===== src/rtl/csr_bank.sv =====
// Parametrised CSR register bank: valid/ready request channel with byte strobes, per-register
// access types (RW, RO, W1C-sticky, WO-pulse) and an in-order, FIFO-buffered response channel.
module csr_bank #(
  parameter int unsigned        NumRegs      = 16,
  parameter int unsigned        CsrDataWidth = 32,
  parameter int unsigned        CsrAddrWidth = 32,
  parameter int unsigned        RspFifoDepth = 4,
  parameter logic [NumRegs-1:0] RoMask       = '0,
  parameter logic [NumRegs-1:0] W1cMask      = '0,
  parameter logic [NumRegs-1:0] WoMask       = '0
) (
  input  logic                            clk_i,
  input  logic                            rst_ni,
  input  logic [CsrAddrWidth-1:0]         csr_req_addr_i,
  input  logic [CsrDataWidth-1:0]         csr_req_data_i,
  input  logic [CsrDataWidth/8-1:0]       csr_req_strb_i,
  input  logic                            csr_req_write_i,
  input  logic                            csr_req_valid_i,
  output logic                            csr_req_ready_o,
  output logic [CsrDataWidth-1:0]         csr_rsp_data_o,
  output logic                            csr_rsp_err_o,
  output logic                            csr_rsp_valid_o,
  input  logic                            csr_rsp_ready_i,
  output logic [NumRegs*CsrDataWidth-1:0] reg_q_o,
  output logic [NumRegs-1:0]              reg_wr_pulse_o,
  output logic [CsrDataWidth-1:0]         reg_wr_data_o,
  input  logic [NumRegs*CsrDataWidth-1:0] hw_rd_data_i,
  input  logic [NumRegs*CsrDataWidth-1:0] hw_set_i
);

  localparam int unsigned StrbWidth = CsrDataWidth / 8;
  localparam int unsigned PtrWidth  = (RspFifoDepth > 1) ? $clog2(RspFifoDepth) : 1;
  localparam int unsigned CntWidth  = $clog2(RspFifoDepth + 1);
  localparam int unsigned EntWidth  = CsrDataWidth + 1;

  // Register storage
  logic [CsrDataWidth-1:0] r_q   [NumRegs];
  logic [CsrDataWidth-1:0] w_q_d [NumRegs];

  // Request decode
  logic [NumRegs-1:0]      w_sel;
  logic                    w_hit;
  logic                    w_err;
  logic                    w_acc;
  logic                    w_wr;
  logic [CsrDataWidth-1:0] w_bmask;
  logic [CsrDataWidth-1:0] w_wdata_m;
  logic [CsrDataWidth-1:0] w_rdata;
  logic [CsrDataWidth-1:0] w_rsp_data;
  logic [EntWidth-1:0]     w_ent;

  // Response FIFO
  logic [EntWidth-1:0]     r_mem [RspFifoDepth];
  logic [PtrWidth-1:0]     r_rd_ptr;
  logic [PtrWidth-1:0]     r_wr_ptr;
  logic [CntWidth-1:0]     r_count;
  logic                    w_full;
  logic                    w_empty;
  logic                    w_push;
  logic                    w_pop;

  // Write side-band
  logic [NumRegs-1:0]      r_wr_pulse;
  logic [CsrDataWidth-1:0] r_wr_data;

  // Non-W1C hw_set bits and non-RO hw_rd bits are intentionally ignored.
  logic w_unused_inputs;
  assign w_unused_inputs = ^{hw_set_i, hw_rd_data_i};

  always_comb begin
    w_bmask = '0;
    for (int b = 0; b < StrbWidth; b++) begin
      w_bmask[b*8 +: 8] = {8{csr_req_strb_i[b]}};
    end
  end

  assign w_wdata_m = csr_req_data_i & w_bmask;

  // Full-width compare so out-of-range addresses never alias onto a register.
  always_comb begin
    w_sel = '0;
    for (int unsigned r = 0; r < NumRegs; r++) begin
      w_sel[r] = (csr_req_addr_i == CsrAddrWidth'(r));
    end
  end

  assign w_hit = |w_sel;
  assign w_err = !w_hit | (csr_req_write_i & |(w_sel & RoMask));

  always_comb begin
    w_rdata = '0;
    for (int r = 0; r < NumRegs; r++) begin
      if (w_sel[r]) begin
        if (RoMask[r]) begin
          w_rdata = hw_rd_data_i[r*CsrDataWidth +: CsrDataWidth];
        end else if (!WoMask[r]) begin
          w_rdata = r_q[r];
        end
      end
    end
  end

  assign w_rsp_data = (csr_req_write_i | w_err) ? '0 : w_rdata;
  assign w_ent      = {w_err, w_rsp_data};

  assign w_full          = (r_count == CntWidth'(RspFifoDepth));
  assign w_empty         = (r_count == '0);
  assign csr_req_ready_o = !w_full | csr_rsp_ready_i;
  assign w_acc           = csr_req_valid_i & csr_req_ready_o;
  assign w_push          = w_acc;
  assign w_pop           = !w_empty & csr_rsp_ready_i;
  assign w_wr            = w_acc & csr_req_write_i & !w_err;

  function automatic logic [PtrWidth-1:0] ptr_inc(input logic [PtrWidth-1:0] p);
    if (p == PtrWidth'(RspFifoDepth - 1)) begin
      return '0;
    end
    return p + 1'b1;
  endfunction

  always_ff @(posedge clk_i or negedge rst_ni) begin
    if (!rst_ni) begin
      r_rd_ptr <= '0;
      r_wr_ptr <= '0;
      r_count  <= '0;
    end else begin
      if (w_push) begin
        r_wr_ptr <= ptr_inc(r_wr_ptr);
      end
      if (w_pop) begin
        r_rd_ptr <= ptr_inc(r_rd_ptr);
      end
      unique case ({w_push, w_pop})
        2'b10:   r_count <= r_count + 1'b1;
        2'b01:   r_count <= r_count - 1'b1;
        default: r_count <= r_count;
      endcase
    end
  end

  // Entry storage needs no reset: the head is masked while the FIFO is empty.
  always_ff @(posedge clk_i) begin
    if (w_push) begin
      r_mem[r_wr_ptr] <= w_ent;
    end
  end

  assign csr_rsp_valid_o                 = !w_empty;
  assign {csr_rsp_err_o, csr_rsp_data_o} = w_empty ? '0 : r_mem[r_rd_ptr];

  always_comb begin
    for (int r = 0; r < NumRegs; r++) begin
      w_q_d[r] = r_q[r];
      if (RoMask[r] || WoMask[r]) begin
        w_q_d[r] = '0;
      end else if (W1cMask[r]) begin
        // Set is OR-ed in after the clear so a coincident set wins.
        w_q_d[r] = (r_q[r] & ~((w_wr && w_sel[r]) ? w_wdata_m : '0))
                   | hw_set_i[r*CsrDataWidth +: CsrDataWidth];
      end else if (w_wr && w_sel[r]) begin
        w_q_d[r] = (r_q[r] & ~w_bmask) | w_wdata_m;
      end
    end
  end

  always_ff @(posedge clk_i or negedge rst_ni) begin
    if (!rst_ni) begin
      for (int r = 0; r < NumRegs; r++) begin
        r_q[r] <= '0;
      end
    end else begin
      for (int r = 0; r < NumRegs; r++) begin
        r_q[r] <= w_q_d[r];
      end
    end
  end

  always_ff @(posedge clk_i or negedge rst_ni) begin
    if (!rst_ni) begin
      r_wr_pulse <= '0;
      r_wr_data  <= '0;
    end else begin
      r_wr_pulse <= w_wr ? w_sel : '0;
      if (w_wr) begin
        r_wr_data <= w_wdata_m;
      end
    end
  end

  assign reg_wr_pulse_o = r_wr_pulse;
  assign reg_wr_data_o  = r_wr_data;

  always_comb begin
    reg_q_o = '0;
    for (int r = 0; r < NumRegs; r++) begin
      reg_q_o[r*CsrDataWidth +: CsrDataWidth] = r_q[r];
    end
  end

endmodule


===== config.mk =====
export PLATFORM = sky130hd
export DESIGN_NAME = csr_bank
export DESIGN_NICKNAME = d
export VERILOG_FILES = /design/src/rtl/csr_bank.sv
export SDC_FILE = /design/constraint.sdc
export NUM_CORES = 1
export LEC_CHECK = 0
export ABC_AREA = 1
export CAP_MARGIN = 5
export CORE_AREA = 5 5 652 654
export CTS_CLUSTER_SIZE = 40
export DETAILED_ROUTE_END_ITERATION = 16
export DIE_AREA = 0 0 657 659
export SLEW_MARGIN = 20
export SYNTH_ARGS = -nofsm -noshare
export SYNTH_HDL_FRONTEND = slang
export SYNTH_SLANG_ARGS = --single-unit

===== constraint.sdc =====
create_clock -name clk_i -period 3.33 [get_ports clk_i]
set_input_delay 0.4995 -clock clk_i [delete_from_list [all_inputs] [get_ports clk_i]]
set_output_delay 0.4995 -clock clk_i [all_outputs]
set_load 0.01 [all_outputs]

==> results.md, run 1 <==
* Yosys warns at 0
* Clock tree buffer depth at 3
* Clk_lat worst skew at between 0.7 and 0.8 ns
* Worst path slowest cell: nor2_4
* Die height at between 600 and 700 um
* Hold Path Sink: reg_wr_data_o[27]
* Max frequency at 301.5 MHz
* CTS sink cnt at around 700
* Share of layout cells above drive strength 1 at between 20 and 25%
* GR Overflow Total at 0
* VDD IR-drop max at 487.6 uV
* Synth-to-layout area growth at 70.36%
* CP max FO at 7
* Port Buffers at ~670
* Endpoint class of the critical path: flip-flop
* Yosys reg bits at 699
* Vias per cell at 3.240
* Slew Limit Fails at 0
* Synth top area share at 44.60%
* Pwr dens at around 450 nW/um2
* Worst hold-check path type: in2reg
* WP data required at 3.77 ns
* Root Buffer Master: clkbuf_16
* Clock slew at reported path FFs at 0.07 ns
* DP HPWL at approximately 220 mm
* Max incr delay on CP at 0.35 ns
* Gate Count Post-Synth at 3819
* Number of synthesized flops with an enable pin at 132
* Core area at 418700 um2
* CTS tree: done
* Post-DRT Antenna Nets at 0
* Hold path start: csr_req_strb_i[3]
* Final wirelength at around 270 mm
* Yosys top cell by area: dfrtp_1
* Placed cell area at 48640 um2
* WL/cell at 25.76 um
* Io pins at 1692
* Leakage Power at 21.96 nW
* Wl on met1 at approximately 96 mm
* Fraction of registers with async set/reset at 81.12%
* Sequential area share after synthesis at 57.06%
* Yosys cell types at 43
* Critical Path Start Type: primary input
* Max-cap viol count at 0
* Reg-to-Reg End: r_mem[1][24]
* Most numerous cell in the Yosys netlist: nand2_1
* CTS Buf Count at between 80 and 90
* Mapped cell area at roughly 32000 um2
* Synth top cells by count: nand2_1, dfrtp_1, o21ai_0
* First-pass GRT wire length at 335.6 mm
* Final Cycle Share at about 100%
* Setup TNS Final at 0 ns
* Slew headroom at 15.28%
* R2R Setup Slk at 0.79 ns
* RD Place Congestion at 0.9307
* Final worst slack at ~0.013 ns
* DR iter-0 viols at 4724
* Placement Setup Slack at -2.453 ns
* Fin area at 54200 um2
* GRT Total Usage at 11.75%
* Hold path depth at 4
* Kind of critical path: in2reg
* DR top layer: met5
* Met3 wire len at 28.48 mm
* Initial core utilization at 7.598%
* Routed vias at 33610
* Largest cells by area after synthesis: dfrtp_1, nand2_1, edfxtp_1
* Drt pass-1 iters at 6
* Worst-case reg-to-reg path depth at 18
* Htree depth at 3
* Layout net count at 5878
* Outcome: complete, no violations
* Die ar. at 433000 um2
* Row count at 238
* Fin crit period at 3.317 ns
* DRC viols at 0
* Max Clock Skew at around 0.06 ns
* Die Width at 657 um
* Crit-path cells: clkdlybuf4s15_1 > nor2_1 > nand2_1 > nor2_1 > nand2_2 > nor2_4 > buf_12 > buf_12 > nand2_8 > buf_12 > buf_16 > o21ai_2 > nand3_2 > o211ai_1 > nand3_1 > nand2_2 > nand3_4 > buf_12 > a21o_1 > nand2_2 > nand3b_1 > nand2_2 > inv_2
* Initial antenna violation count at 59
* Final Hold Fails at 0
* Arr. time, crit path at 3.76 ns
* Vias in the first global route at 31080
* Largest net degree at the start of global routing at between 70 and 80
* Final setup violation count at 0
* Worst-margin pin slew at between 1 and 1.5 ns
* Met2 wire len at 127.0 mm
* Avg Synthesized Cell Area at between 8 and 9 um2
* Hold_ws at 0.3963 ns
* Ys flop type: dfrtp_1
* Mapped Nets at roughly 4900
## critical path: cells and delay by family
kind | cells | cell delay (ns)
AO/OA/AOI/OAI | 3 | 0.50
buffers and inverters | 7 | 0.99
AND/OR/NAND/NOR | 13 | 1.71
## metal layers
layer,vias to the layer above,track usage (%)
li1,14370,-
met1,16590,13.22
met2,2152,20.08
met3,491,4.145
met4,10,4.980
met5,-,0
## worst max path at each step
stage	from	end	slack, ns	cells after the start
after floorplan	csr_req_addr_i[31]	r_mem[0][12]	0.44	18
after global placement	csr_req_addr_i[13]	r_mem[0][2]	-2.55	22
after detailed placement	csr_req_addr_i[11]	r_mem[3][2]	-2.45	22
after CTS	r_rd_ptr[0]	csr_rsp_data_o[20]	-0.07	6
after global routing	csr_req_addr_i[0]	r_mem[0][13]	-0.02	24
final	csr_req_addr_i[25]	r_mem[2][11]	0.01	23
## cells by family after synthesis
logic type                 count (synthesis)  synth area share (%)
and+or+nand+nor                         1743                 22.30
AOI/OAI and AO/OA                        899                 14.47
DFF                                      699                 57.06
buffers and inverters                    469                 5.809
adders and majority gates                  7                0.2989
xor gates and xnor gates                   2               0.05507
## report_power, final
group          internal, mW  total, mW  leakage [nW]  switching [mW]
combinational          2.00       5.56          11.5            3.56
clock                  5.24       9.44          1.34            4.19
sequential             9.07       9.21          9.16           0.135
total                  16.3       24.2          22.0            7.89
## timing repair
action	CTS	global route
pin swaps	126	171
resized for setup	458	270
gates cloned	12	10
setup endpoints to repair	706	657
hold buffers	1	0
hold endpoints to repair	60	0
setup buffers	24	20
## area by class of cell
| cell class | instances | area, um2 |
|---|---|---|
| antenna | 12 | 30.03 |
| clock buffer | 121 | 2402 |
| clock inverter | 30 | 364.1 |
| fill | 47660 | 364500 |
| inverter | 243 | 940.9 |
| multi-input combinational | 2651 | 13840 |
| sequential | 699 | 18160 |
| tap | 5520 | 6907 |
| timing repair buffer | 1095 | 11560 |
## through the flow
| stage | total power, mW | std cells | util, % |
|---|---|---|---|
| 3_3_place_gp | 15.04 | 10160 | 11.62 |
| 3_5_place_dp | 15.08 | 10160 | 11.62 |
| 4_1_cts | 24.60 | 10340 | 12.71 |
| 2_1_floorplan | 10.79 | 3819 | - |
| 6_report | 24.21 | 10370 | 12.94 |
| 5_1_grt | 25.17 | 10360 | 12.94 |
## layout by cell type (no fill, tap or decap), types with 29 or more instances in the layout
master / Yosys / routed
nor2_1: 259 / 240
buf_6: 1 / 29
dfrtp_1: 567 / 566
nand3_1: 76 / 50
nand2_1: 1292 / 1074
buf_4: 2 / 303
clkbuf_16: 0 / 91
nand2_2: 38 / 151
or2_2: 30 / 30
inv_1: 230 / 199
o21ai_0: 439 / 386
o21ai_1: 321 / 347
nand2_4: 1 / 95
buf_12: 0 / 120
edfxtp_1: 132 / 132
clkdlybuf4s50_1: 0 / 587
a21oi_1: 112 / 72
Power figures use the tool's default switching activity.
==> run 2: changes to the inputs <==
--- a/config.mk
+++ b/config.mk
@@ -11,6 +11,8 @@
 export CTS_CLUSTER_SIZE = 40
 export DETAILED_ROUTE_END_ITERATION = 16
 export DIE_AREA = 0 0 657 659
+export GPL_TIMING_DRIVEN = 0
+export PLACE_DENSITY = 0.36
 export SLEW_MARGIN = 20
 export SYNTH_ARGS = -nofsm -noshare
 export SYNTH_HDL_FRONTEND = slang
==> constraint.sdc (replaced) <==
create_clock -name clk_i -period 3.1 [get_ports clk_i]
set_input_delay 0.465 -clock clk_i [delete_from_list [all_inputs] [get_ports clk_i]]
set_output_delay 0.465 -clock clk_i [all_outputs]
set_load 0.01 [all_outputs]
==> run 2 against run 1 <==
Compared with the run above:
- the flow now finishes with violations (negative setup slack)
- worst setup slack worse by 0.18 ns
- non-clock buffer count is 37 lower
- via count is 1.2% lower
- worst hold slack worse by 0.26 ns
- highest routed layer unchanged
- largest power group unchanged
- wire length is 12% higher
- core utilization is 0.054 points lower
- sequential cell count stayed put
- critical path depth is 3 lower
- clock-buffer cell count is 1 higher
- global-route usage is 1.5 points higher
==> results.md, run 2 (synthesis gave the netlist of run 1 again) <==
* Final setup violation count at 51 (+51)
* Fill count at 47850 (+0.40%)
* Leakage Power at 21.75 nW (-0.94%)
* Final Cycle Share at 105.5%
* Int Pwr at 18.25 mW (+12%)
* Clock slew at reported path FFs at 0.06 ns (about the same)
* DP HPWL at 252.4 mm (+16%)
* Core area at 418700 um2 (unchanged)
* Sequential share of power at 37.7% (-0.3 points)
* Clock tree buffer depth at 4 (+1)
* Vias per cell at 3.204 (-1.1%)
* VDD IR-drop max at 342.9 uV (-30%)
* Layout net count at 5852 (-0.44%)
* Final wirelength at 299.6 mm (+12%)
* Net Sw Frac at 30.13% (-2.5 points)
* DRC viols at 0 (unchanged)
* NetSw at 7.871 mW (-0.26%)
* GRT Total Usage at 13.27% (+1.5 points)
* Die ar. at 433000 um2 (unchanged)
* Outcome: finished, violations left
* Worst-case reg-to-reg path depth at 11 (-7)
* Htree depth at 3 (unchanged)
* Pwr dens at 484.1 nW/um2 (+8.4%)
* Io pins at 1692 (unchanged)
* Max frequency at 305.8 MHz
* Overall power at 26.13 mW (+7.9%)
* Initial antenna violation count at 50 (-15%)
* Max-cap viol count at 0 (unchanged)
* Non-Filler Instances at 10360 (-0.11%)
* Endpoint class of the critical path: flip-flop
* DR iter-0 viols at 3072 (-35%)
* First-pass GRT wire length at 372.0 mm (+11%)
* Setup TNS Final at -2.453 ns (-2.453 ns)
* WP data required at 3.67 ns (-0.10 ns)
* Kind of critical path: in2reg
* CTS sink cnt at 699 (unchanged)
* R2R Setup Slk at 0.06 ns (-0.73 ns)
* RSZ-0062 raised after global routing: yes
* Final worst slack at -0.1700 ns (-0.1828 ns)
* Largest net degree at the start of global routing at 96 (+32%)
* Critical Path Start Type: primary input
* CTS Buf Count at 95 (+13%)
* Final Hold Fails at 0 (unchanged)
* Final Util at 12.89% (-0.054 points)
* Combinational share of power at 16.7% (-6.3 points)
* Drt pass-1 iters at 5 (-1)
* GR Overflow Total at 0 (unchanged)
* WL/cell at 28.92 um (+12%)
* Share of layout cells above drive strength 1 at 20.29% (-2.1 points)
* Die height at 659 um (unchanged)
* Die Width at 657 um (unchanged)
* Routed vias at 33190 (-1.2%)
* Clk_lat worst skew at 0.83 ns (+0.09 ns)
* Slew headroom at 21.80% (+6.5 points)
* Synth-to-layout area growth at 69.65%
* Max Clock Skew at 0.07680 ns (+0.01775 ns)
* Commonest non-fill, non-tap cell in the layout: nand2_1
* Failing checks: negative setup slack
* Vias in the first global route at 31800 (+2.3%)
* Initial core utilization at 7.598% (unchanged)
* RD Place Congestion at 0.8874 (-4.7%)
* Most frequent cells in the layout: nand2_1, clkdlybuf4s50_1, dfrtp_1, o21ai_0, o21ai_1
* Clk pwr share at 45.6% (+6.6 points)
* Cell total after placement at 10040 (-1.2%)
* Worst-margin pin slew at 1.169 ns (-0.09371 ns)
* Arr. time, crit path at 3.84 ns (+0.08 ns)
* Fin crit period at ~3.3 ns
* CP max FO at 8 (+1)
* Root Buffer Master: clkbuf_16
* CTS tree: done
* Post-DRT Antenna Nets at 0 (unchanged)
* Slew Limit Fails at 0 (unchanged)
* Row count at 238 (unchanged)
* Worst hold-check path type: in2async
* Reg-to-Reg End: r_mem[0][11]
* Port Buffers at 666 (-0.15%)
* Hold_ws at 0.1354 ns (-0.2609 ns)
run 2: cell count changes in the layout (fill, tap and decap cells not counted), moves of 31 or more:
cell,previous run,this run
nand2_4,95,64
nand2_1,1074,1125
buf_2,7,44
buf_12,120,49
buf_4,303,106
clkbuf_2,22,70
clkbuf_1,22,54
run 2: worst max path at each step:
stage / slack (ns) / from / endpoint / cells past startpoint
after global routing: -0.07 / csr_req_addr_i[26] / r_mem[3][14] / 26
after floorplan: 0.25 / csr_req_addr_i[31] / r_mem[0][12] / 18
after CTS: -0.17 / r_count[0] / csr_rsp_data_o[4] / 6
final: -0.17 / csr_req_addr_i[13] / r_mem[0][11] / 20
after global placement: -26.71 / rst_ni / asynchronous set/reset pin / 1
after detailed placement: -4.55 / csr_req_addr_i[14] / r_mem[3][13] / 22
run 2: layout make-up:
type                    count  area [um2]  area share, %
diodes                     19       47.55        0.08810
clock buffers             122        2629          4.871
multi-input cells        2651       13890          25.75
plain buffers             221        1609          2.981
well taps                5520        6907          12.80
repair buffers            837        9124          16.91
inverters                 243       959.7          1.778
flip-flops and latches    699       18160          33.64
clock inverters            48       641.9          1.189
run 2: stage by stage:
| stage | instance area [um2] | worst slack, ns |
|---|---|---|
| floorplan | 31810 | 0.2482 |
| global placement | 45380 | -26.71 |
| detailed placement | 46490 | -4.554 |
| CTS | 53000 | -0.1697 |
| global route | 53920 | -0.06547 |
| finish | 53970 | -0.1700 |
run 2: layer usage:
metal	track usage, %	routed length (um)	vias to the layer above	part of all wire (%)
li1	-	-	14340	-
met1	15.12	112300	16900	37
met2	23.31	148900	1639	50
met3	3.901	24580	306	8.2
met4	5.085	13770	8	4.6
met5	0	51	-	0.017
run 2: timing repair:
item,4_1_cts,5_1_grt
buffers inserted,90,35
gates resized for setup,755,214
endpoints found under the setup margin,727,690
hold endpoints to repair,94,0
cloned,4,2
pin swaps,123,86
hold buffers,1,0
run 2: power by group through the flow:
| stage | Clock [mW] | Sequential, mW | Combinational [mW] |
|---|---|---|---|
| after floorplan | 0 | 9.99 | 1.59 |
| after global placement | 0 | 10.1 | 4.14 |
| after detailed placement | 0 | 10.0 | 4.45 |
| after CTS | 12.3 | 9.87 | 4.50 |
| after global routing | 12.5 | 9.88 | 4.75 |
| final | 11.9 | 9.85 | 4.36 |
run 2: critical path, cell delays in order:
cell and delay, ns:
buf_8 0.10, nor2_4 0.09, nand2_2 0.07, nor2_4 0.12
buf_12 0.15, clkinv_4 0.06, nor2_4 0.16, buf_12 0.19
nand2_8 0.06, clkbuf_16 0.16, clkbuf_16 0.15, o211ai_1 0.40
nand3_1 0.24, nand2_2 0.20, nand3_4 0.19, a21o_1 0.26
nand2_2 0.15, nand3b_1 0.29, nand2_4 0.22, inv_4 0.05
